--- src/rtl/seq_gen_pkg.sv ---
// Shared definitions for the serial pattern generator and its detector-side logic.
package seq_gen_pkg;

  localparam int unsigned PAT_W_DEF = 8;
  localparam int unsigned DIV_W_DEF = 16;
  localparam int unsigned REP_W     = 4;
  localparam int unsigned STATE_W   = 3;

  localparam logic [STATE_W-1:0] ST_CODE_IDLE = 3'd0;
  localparam logic [STATE_W-1:0] ST_CODE_LOAD = 3'd1;
  localparam logic [STATE_W-1:0] ST_CODE_SEND = 3'd2;
  localparam logic [STATE_W-1:0] ST_CODE_DONE = 3'd3;

  typedef enum logic [STATE_W-1:0] {
    ST_IDLE = ST_CODE_IDLE,
    ST_LOAD = ST_CODE_LOAD,
    ST_SEND = ST_CODE_SEND,
    ST_DONE = ST_CODE_DONE
  } state_t;

endpackage

--- src/rtl/bit_period_timer.sv ---
// Loadable down-counter; tick_c marks the last cycle of every max(period,1)-cycle window.
module bit_period_timer #(
  parameter int unsigned DIV_W = 16
) (
  input  logic             clk,
  input  logic             clr,
  input  logic             load,
  input  logic             en,
  input  logic [DIV_W-1:0] period,
  output logic             tick_c
);

  logic [DIV_W-1:0] period_q;
  logic [DIV_W-1:0] cnt_q;

  // Counter reloads itself at zero so consecutive windows abut with no gap.
  always_ff @(posedge clk) begin
    if (clr) begin
      period_q <= '0;
      cnt_q    <= '0;
    end else if (load) begin
      period_q <= (period == '0) ? DIV_W'(1) : period;
      cnt_q    <= (period == '0) ? '0 : period - DIV_W'(1);
    end else if (en) begin
      if (cnt_q == '0) cnt_q <= period_q - DIV_W'(1);
      else             cnt_q <= cnt_q - DIV_W'(1);
    end
  end

  assign tick_c = en && (cnt_q == '0);

endmodule

--- src/rtl/seq_pattern_gen.sv ---
// Serial pattern generator: sends the low `length` bits MSB-first, repeated, at a divided bit rate.
module seq_pattern_gen
  import seq_gen_pkg::*;
#(
  parameter int unsigned PAT_W = PAT_W_DEF,
  parameter int unsigned DIV_W = DIV_W_DEF
) (
  input  logic                   clk,
  input  logic                   clr,
  input  logic                   start,
  input  logic                   abort,
  input  logic [PAT_W-1:0]       pattern,
  input  logic [$clog2(PAT_W):0] length,
  input  logic [REP_W-1:0]       repeat_cnt,
  input  logic [DIV_W-1:0]       div,
  output logic                   bit_out,
  output logic                   bit_strobe,
  output logic                   busy,
  output logic                   done,
  output logic [STATE_W-1:0]     prsnt_state
);

  localparam int unsigned LEN_W = $clog2(PAT_W) + 1;

  state_t             state_q, state_d;
  logic [PAT_W-1:0]   pat_q, pat_d;
  logic [LEN_W-1:0]   len_q, len_d;
  logic [REP_W-1:0]   rep_q, rep_d;
  logic [DIV_W-1:0]   div_q, div_d;
  logic [PAT_W-1:0]   shreg_q, shreg_d;
  logic [LEN_W-1:0]   bits_q, bits_d;
  logic [REP_W-1:0]   reps_q, reps_d;
  logic               bit_out_q, bit_out_d;
  logic               strobe_q, strobe_d;
  logic               busy_q, busy_d;
  logic               done_q, done_d;
  logic               new_bit;
  logic               tick_c;

  bit_period_timer #(
    .DIV_W (DIV_W)
  ) u_timer (
    .clk    (clk),
    .clr    (clr),
    .load   (state_q == ST_LOAD),
    .en     (state_q == ST_SEND),
    .period (div_q),
    .tick_c (tick_c)
  );

  // State, captured request, datapath and registered outputs.
  always_ff @(posedge clk) begin
    if (clr) begin
      state_q   <= ST_IDLE;
      pat_q     <= '0;
      len_q     <= '0;
      rep_q     <= '0;
      div_q     <= '0;
      shreg_q   <= '0;
      bits_q    <= '0;
      reps_q    <= '0;
      bit_out_q <= 1'b0;
      strobe_q  <= 1'b0;
      busy_q    <= 1'b0;
      done_q    <= 1'b0;
    end else begin
      state_q   <= state_d;
      pat_q     <= pat_d;
      len_q     <= len_d;
      rep_q     <= rep_d;
      div_q     <= div_d;
      shreg_q   <= shreg_d;
      bits_q    <= bits_d;
      reps_q    <= reps_d;
      bit_out_q <= bit_out_d;
      strobe_q  <= strobe_d;
      busy_q    <= busy_d;
      done_q    <= done_d;
    end
  end

  // Next-state, datapath update, and output values for the coming cycle.
  always_comb begin
    state_d = state_q;
    pat_d   = pat_q;
    len_d   = len_q;
    rep_d   = rep_q;
    div_d   = div_q;
    shreg_d = shreg_q;
    bits_d  = bits_q;
    reps_d  = reps_q;
    new_bit = 1'b0;

    unique case (state_q)
      ST_IDLE: begin
        if (start && !abort) begin
          pat_d   = pattern;
          len_d   = (length > LEN_W'(PAT_W)) ? LEN_W'(PAT_W) : length;
          rep_d   = repeat_cnt;
          div_d   = (div == '0) ? DIV_W'(1) : div;
          state_d = ST_LOAD;
        end
      end
      ST_LOAD: begin
        // Left-justify so the current bit always sits in the shift register MSB.
        shreg_d = pat_q << (LEN_W'(PAT_W) - len_q);
        bits_d  = len_q;
        reps_d  = rep_q;
        new_bit = 1'b1;
        state_d = (len_q == '0) ? ST_DONE : ST_SEND;
      end
      ST_SEND: begin
        if (tick_c) begin
          if (bits_q > LEN_W'(1)) begin
            shreg_d = {shreg_q[PAT_W-2:0], 1'b0};
            bits_d  = bits_q - LEN_W'(1);
            new_bit = 1'b1;
          end else if (reps_q != '0) begin
            shreg_d = pat_q << (LEN_W'(PAT_W) - len_q);
            bits_d  = len_q;
            reps_d  = reps_q - REP_W'(1);
            new_bit = 1'b1;
          end else begin
            state_d = ST_DONE;
          end
        end
      end
      ST_DONE: state_d = ST_IDLE;
      default: state_d = ST_IDLE;
    endcase

    if (abort && (state_q != ST_IDLE)) state_d = ST_IDLE;

    bit_out_d = (state_d == ST_SEND) && shreg_d[PAT_W-1];
    strobe_d  = (state_d == ST_SEND) && new_bit;
    busy_d    = (state_d == ST_LOAD) || (state_d == ST_SEND);
    done_d    = (state_d == ST_DONE);
  end

  assign bit_out     = bit_out_q;
  assign bit_strobe  = strobe_q;
  assign busy        = busy_q;
  assign done        = done_q;
  assign prsnt_state = state_q;

endmodule
--- config.mk ---
export PLATFORM = sky130hd
export DESIGN_NAME = seq_pattern_gen
export DESIGN_NICKNAME = d
export VERILOG_FILES = /design/src/rtl/seq_gen_pkg.sv /design/src/rtl/bit_period_timer.sv /design/src/rtl/seq_pattern_gen.sv
export SDC_FILE = /design/constraint.sdc
export NUM_CORES = 1
export LEC_CHECK = 0
export BUFFER_PORTS_ARGS = -buffer_cell sky130_fd_sc_hd__buf_2
export CAP_MARGIN = 25
export CORE_ASPECT_RATIO = 0.9
export CORE_MARGIN = 2
export CORE_UTILIZATION = 45
export CTS_BUF_LIST = sky130_fd_sc_hd__clkbuf_8 sky130_fd_sc_hd__clkbuf_16
export DETAILED_ROUTE_END_ITERATION = 8
export PLACE_DENSITY = 0.66
export SKIP_CTS_REPAIR_TIMING = 1
export SYNTH_ARGS = -nofsm -noshare
export SYNTH_HDL_FRONTEND = slang
export SYNTH_SLANG_ARGS = --single-unit
--- constraint.sdc ---
create_clock -name clk -period 2.6 [get_ports clk]
set_input_delay 0.13 -clock clk [delete_from_list [all_inputs] [get_ports clk]]
set_output_delay 0.13 -clock clk [all_outputs]
set_load 0.03 [all_outputs]
==> flow_metrics.py <==
metrics = {
    "cts": {
        "cts_made_buffers": 9,
        "htreeDepth": 3,
        "cts_root_buf": "clkbuf_16",
        "insertion_delay_ns": 0.33,
        "clock_path_buffers": 2,
        "cts_sinks": 87,
        "cts_tree": "done",
        "clk_pin_slew_worst_paths_ns": 0.07,
    },
    "global_route": {
        "grt_usage_pct": 23.45,
        "grt_pass1_wl_um": 21910,
        "first_global_vias": 4400,
        "grt_overflow": 0,
        "grt_antenna_before_repair": 0,
        "grt_start_max_net_pins": 84,
    },
    "layout": {
        "layout.nets": 713,
        "antennaDiodeCount": 0,
        "fin_area_um2": 5618,
        "drive_gt1_share_pct": 18.05,
        "stdcell_count": 805,
        "syn2layout_area_growth_pct": 17.72,
    },
    "place": {
        "hpwl_um": 9222,
        "place.gp.congestion": 0.9910,
        "placed_cell_area_um2": 5285,
        "place_inst": 787,
        "io_buffer_count": 42,
    },
    "logic_synthesis": {
        "syn_inst": 620,
        "synth_top_cell_by_area": "dfxtp_1",
        "synth_cell_types": 70,
        "synth_area_leaders": "dfxtp_1 36%, nand2_1 8.8%, a21oi_1 7.7%",
        "ys_warn_count": 0,
        "syn-num-nets": 662,
        "synth_ff_type": "dfxtp_1",
        "synth_seq_cells": 87,
        "synth.cell_area_um2": 4772,
        "syn_avg_cell_area_um2": 7.697,
        "yosysMostFrequentCell": "nand2_1",
        "synth_top_area_share_pct": 36.50,
        "yosys-top-cells-count": "112 x nand2_1, 87 x dfxtp_1, 73 x a21oi_1",
        "seq_area_frac_synth_pct": 36.50,
        "async_flop_share_pct": 0,
        "synth_edf_count": 0,
    },
    "status": {
        "status": "finished clean",
    },
    "route": {
        "routed_via_density": 5.973,
        "drtIter0Drc": 411,
        "wirelength_um": 13070,
        "drt_first_pass_iters": 5,
        "wire_per_inst_um": 16.23,
        "ant_nets": 0,
        "drc": 0,
        "vias": 4808,
    },
    "power_and_ir_drop": {
        "seq_power_share_pct": 38.1,
        "leakagePower_nw": 2.126,
        "internal-power_mw": 2.520,
        "vdd_drop_max_v": 0.0003063,
        "sw_frac_of_total_pct": 32.80,
        "p_switching_mw": 1.230,
        "p_per_area_nw_per_um2": 667.6,
        "p_total_mw": 3.751,
        "clockPowerShare_pct": 32.9,
        "comb_power_share_pct": 29.0,
    },
    "sta": {
        "tns_ns": 0,
        "hold_viol_final": 0,
        "period_share_pct": 96.29,
        "hold-worst-slack_ns": 0.02711,
        "worst_pin_slew_ns": 0.6474,
        "grt_setup_unrepaired": "false",
        "finalSetupViolCount": 0,
        "slew_headroom_pct": 56.51,
        "timing.final.crit_period_ns": 2.504,
        "clock.fmax_mhz": 399.4,
        "slew_violations": 0,
        "finalClockSkew_ns": 0.006918,
    },
    "floorplanning": {
        "row_count": 35,
        "initial_utilization_pct": 46.37,
        "die_h_um": 101.7,
        "core_area_um2": 10290,
        "fp.dieW_um": 112.6,
        "ios": 43,
        "dieArea_um2": 11450,
    },
    "worst_setup_path": {
        "worstPathRequired_ns": 2.81,
        "cp_max_fo": 7,
        "cp-start-kind": "flip-flop",
        "path_class": "reg2reg",
        "endpoint_kind": "flip-flop",
        "crit_arrival_ns": 2.71,
    },
    "run": {
        "cap_violations": 0,
    },
    "hold_path": {
        "min_path_type": "in2reg",
    },
}
[layout make-up]
class	instances	area (um^2)
sequential	87	1744
timing repair buffer	77	485.5
clock inverter	5	33.78
clock buffer	11	252.7
multi-input combinational	486	2902
fill	942	4673
tap	129	161.4
inverter	10	38.79
[metal layers]
metal	vias up	global-route usage, %	wire length, um
met5	-	0	0
met4	0	8.912	270
met3	27	4.309	1127
met2	212	33.35	5390
met1	2232	35.06	6279
li1	2337	-	-
[worst max-delay path: stages (launching register included)]
cell      delay (ns)
dfxtp_1         0.31
or4_4           0.56
or3_4           0.39
nor2_4          0.13
a21oi_2         0.08
ha_2            0.21
nand4b_1        0.11
a31o_4          0.15
nor4b_1         0.06
nor3b_1         0.27
a221oi_2        0.09
[cells by family (layout without fill, tap and decap cells)]
| kind of cell | after synthesis | in the layout | synth area share, % |
|---|---|---|---|
| other cells | 1 | 1 | 0.07858 |
| xor+xnor | 22 | 22 | 4.038 |
| flops | 87 | 87 | 36.50 |
| mux | 13 | 13 | 3.015 |
| compound gates | 169 | 169 | 23.10 |
| simple gates | 275 | 275 | 27.84 |
| fa+ha+maj | 6 | 6 | 1.573 |
| buf+inv | 47 | 103 | 3.854 |
[placed cells by master, fill, tap and decap left out, types with 5 or more instances in the layout]
cell type | Yosys | routed
nor3_1 | 32 | 31
a21oi_1 | 73 | 72
a22oi_1 | 13 | 13
inv_1 | 9 | 10
mux2i_1 | 11 | 11
nand3b_1 | 8 | 8
ha_1 | 6 | 5
buf_4 | 1 | 34
a31oi_1 | 11 | 11
a221oi_1 | 7 | 6
nand3_1 | 8 | 7
nor4_1 | 13 | 13
a211oi_1 | 8 | 8
xnor2_1 | 8 | 8
buf_2 | 3 | 42
nor2_1 | 61 | 61
o21ai_0 | 13 | 13
o21ai_1 | 6 | 6
clkbuf_16 | 0 | 9
nand2_1 | 112 | 112
xor2_1 | 14 | 13
or3_1 | 8 | 8
dfxtp_1 | 87 | 85
[metrics by stage]
stage	setup WS [ns]	utilization [%]
3_3_place_gp	0.1220	51.36
4_1_cts	0.05966	54.14
3_5_place_dp	0.05981	51.36
5_1_grt	0.01366	54.59
6_report	0.09634	54.59
2_1_floorplan	0.007606	-
[worst paths after layout]
kind / to / from / slack (ns) / depth (start not counted)
setup / recovery: u_timer.cnt_q[10]$_SDFFE_PP0N_ / u_timer.cnt_q[8]$_SDFFE_PP0N_ / 0.1 / 10
hold reg to reg: shreg_q[4]$_SDFFE_PP0P_ / shreg_q[4]$_SDFFE_PP0P_ / 0.46 / 2
setup reg to reg: u_timer.cnt_q[10]$_SDFFE_PP0N_ / u_timer.cnt_q[8]$_SDFFE_PP0N_ / 0.1 / 10
hold / removal: pat_q[0]$_SDFFE_PP0P_ / pattern[0] / 0.03 / 3
[sequential cells by signal, indices dropped and copies added (netlist names), 4 cells and up]
signal            cells
div_q                16
u_timer.cnt_q        16
u_timer.period_q     16
pat_q                 8
shreg_q               8
bits_q                4
len_q                 4
rep_q                 4
reps_q                4
[power groups by stage]
stage | Sequential [mW] | Clock [mW] | Combinational [mW]
final | 1.43 | 1.23 | 1.09
after global routing | 1.44 | 1.32 | 1.17
after CTS | 1.43 | 1.26 | 1.04
after detailed placement | 1.46 | 0 | 1.03
after global placement | 1.45 | 0 | 1.01
after floorplan | 1.46 | 0 | 0.694
(Power assumes the default switching activity.)
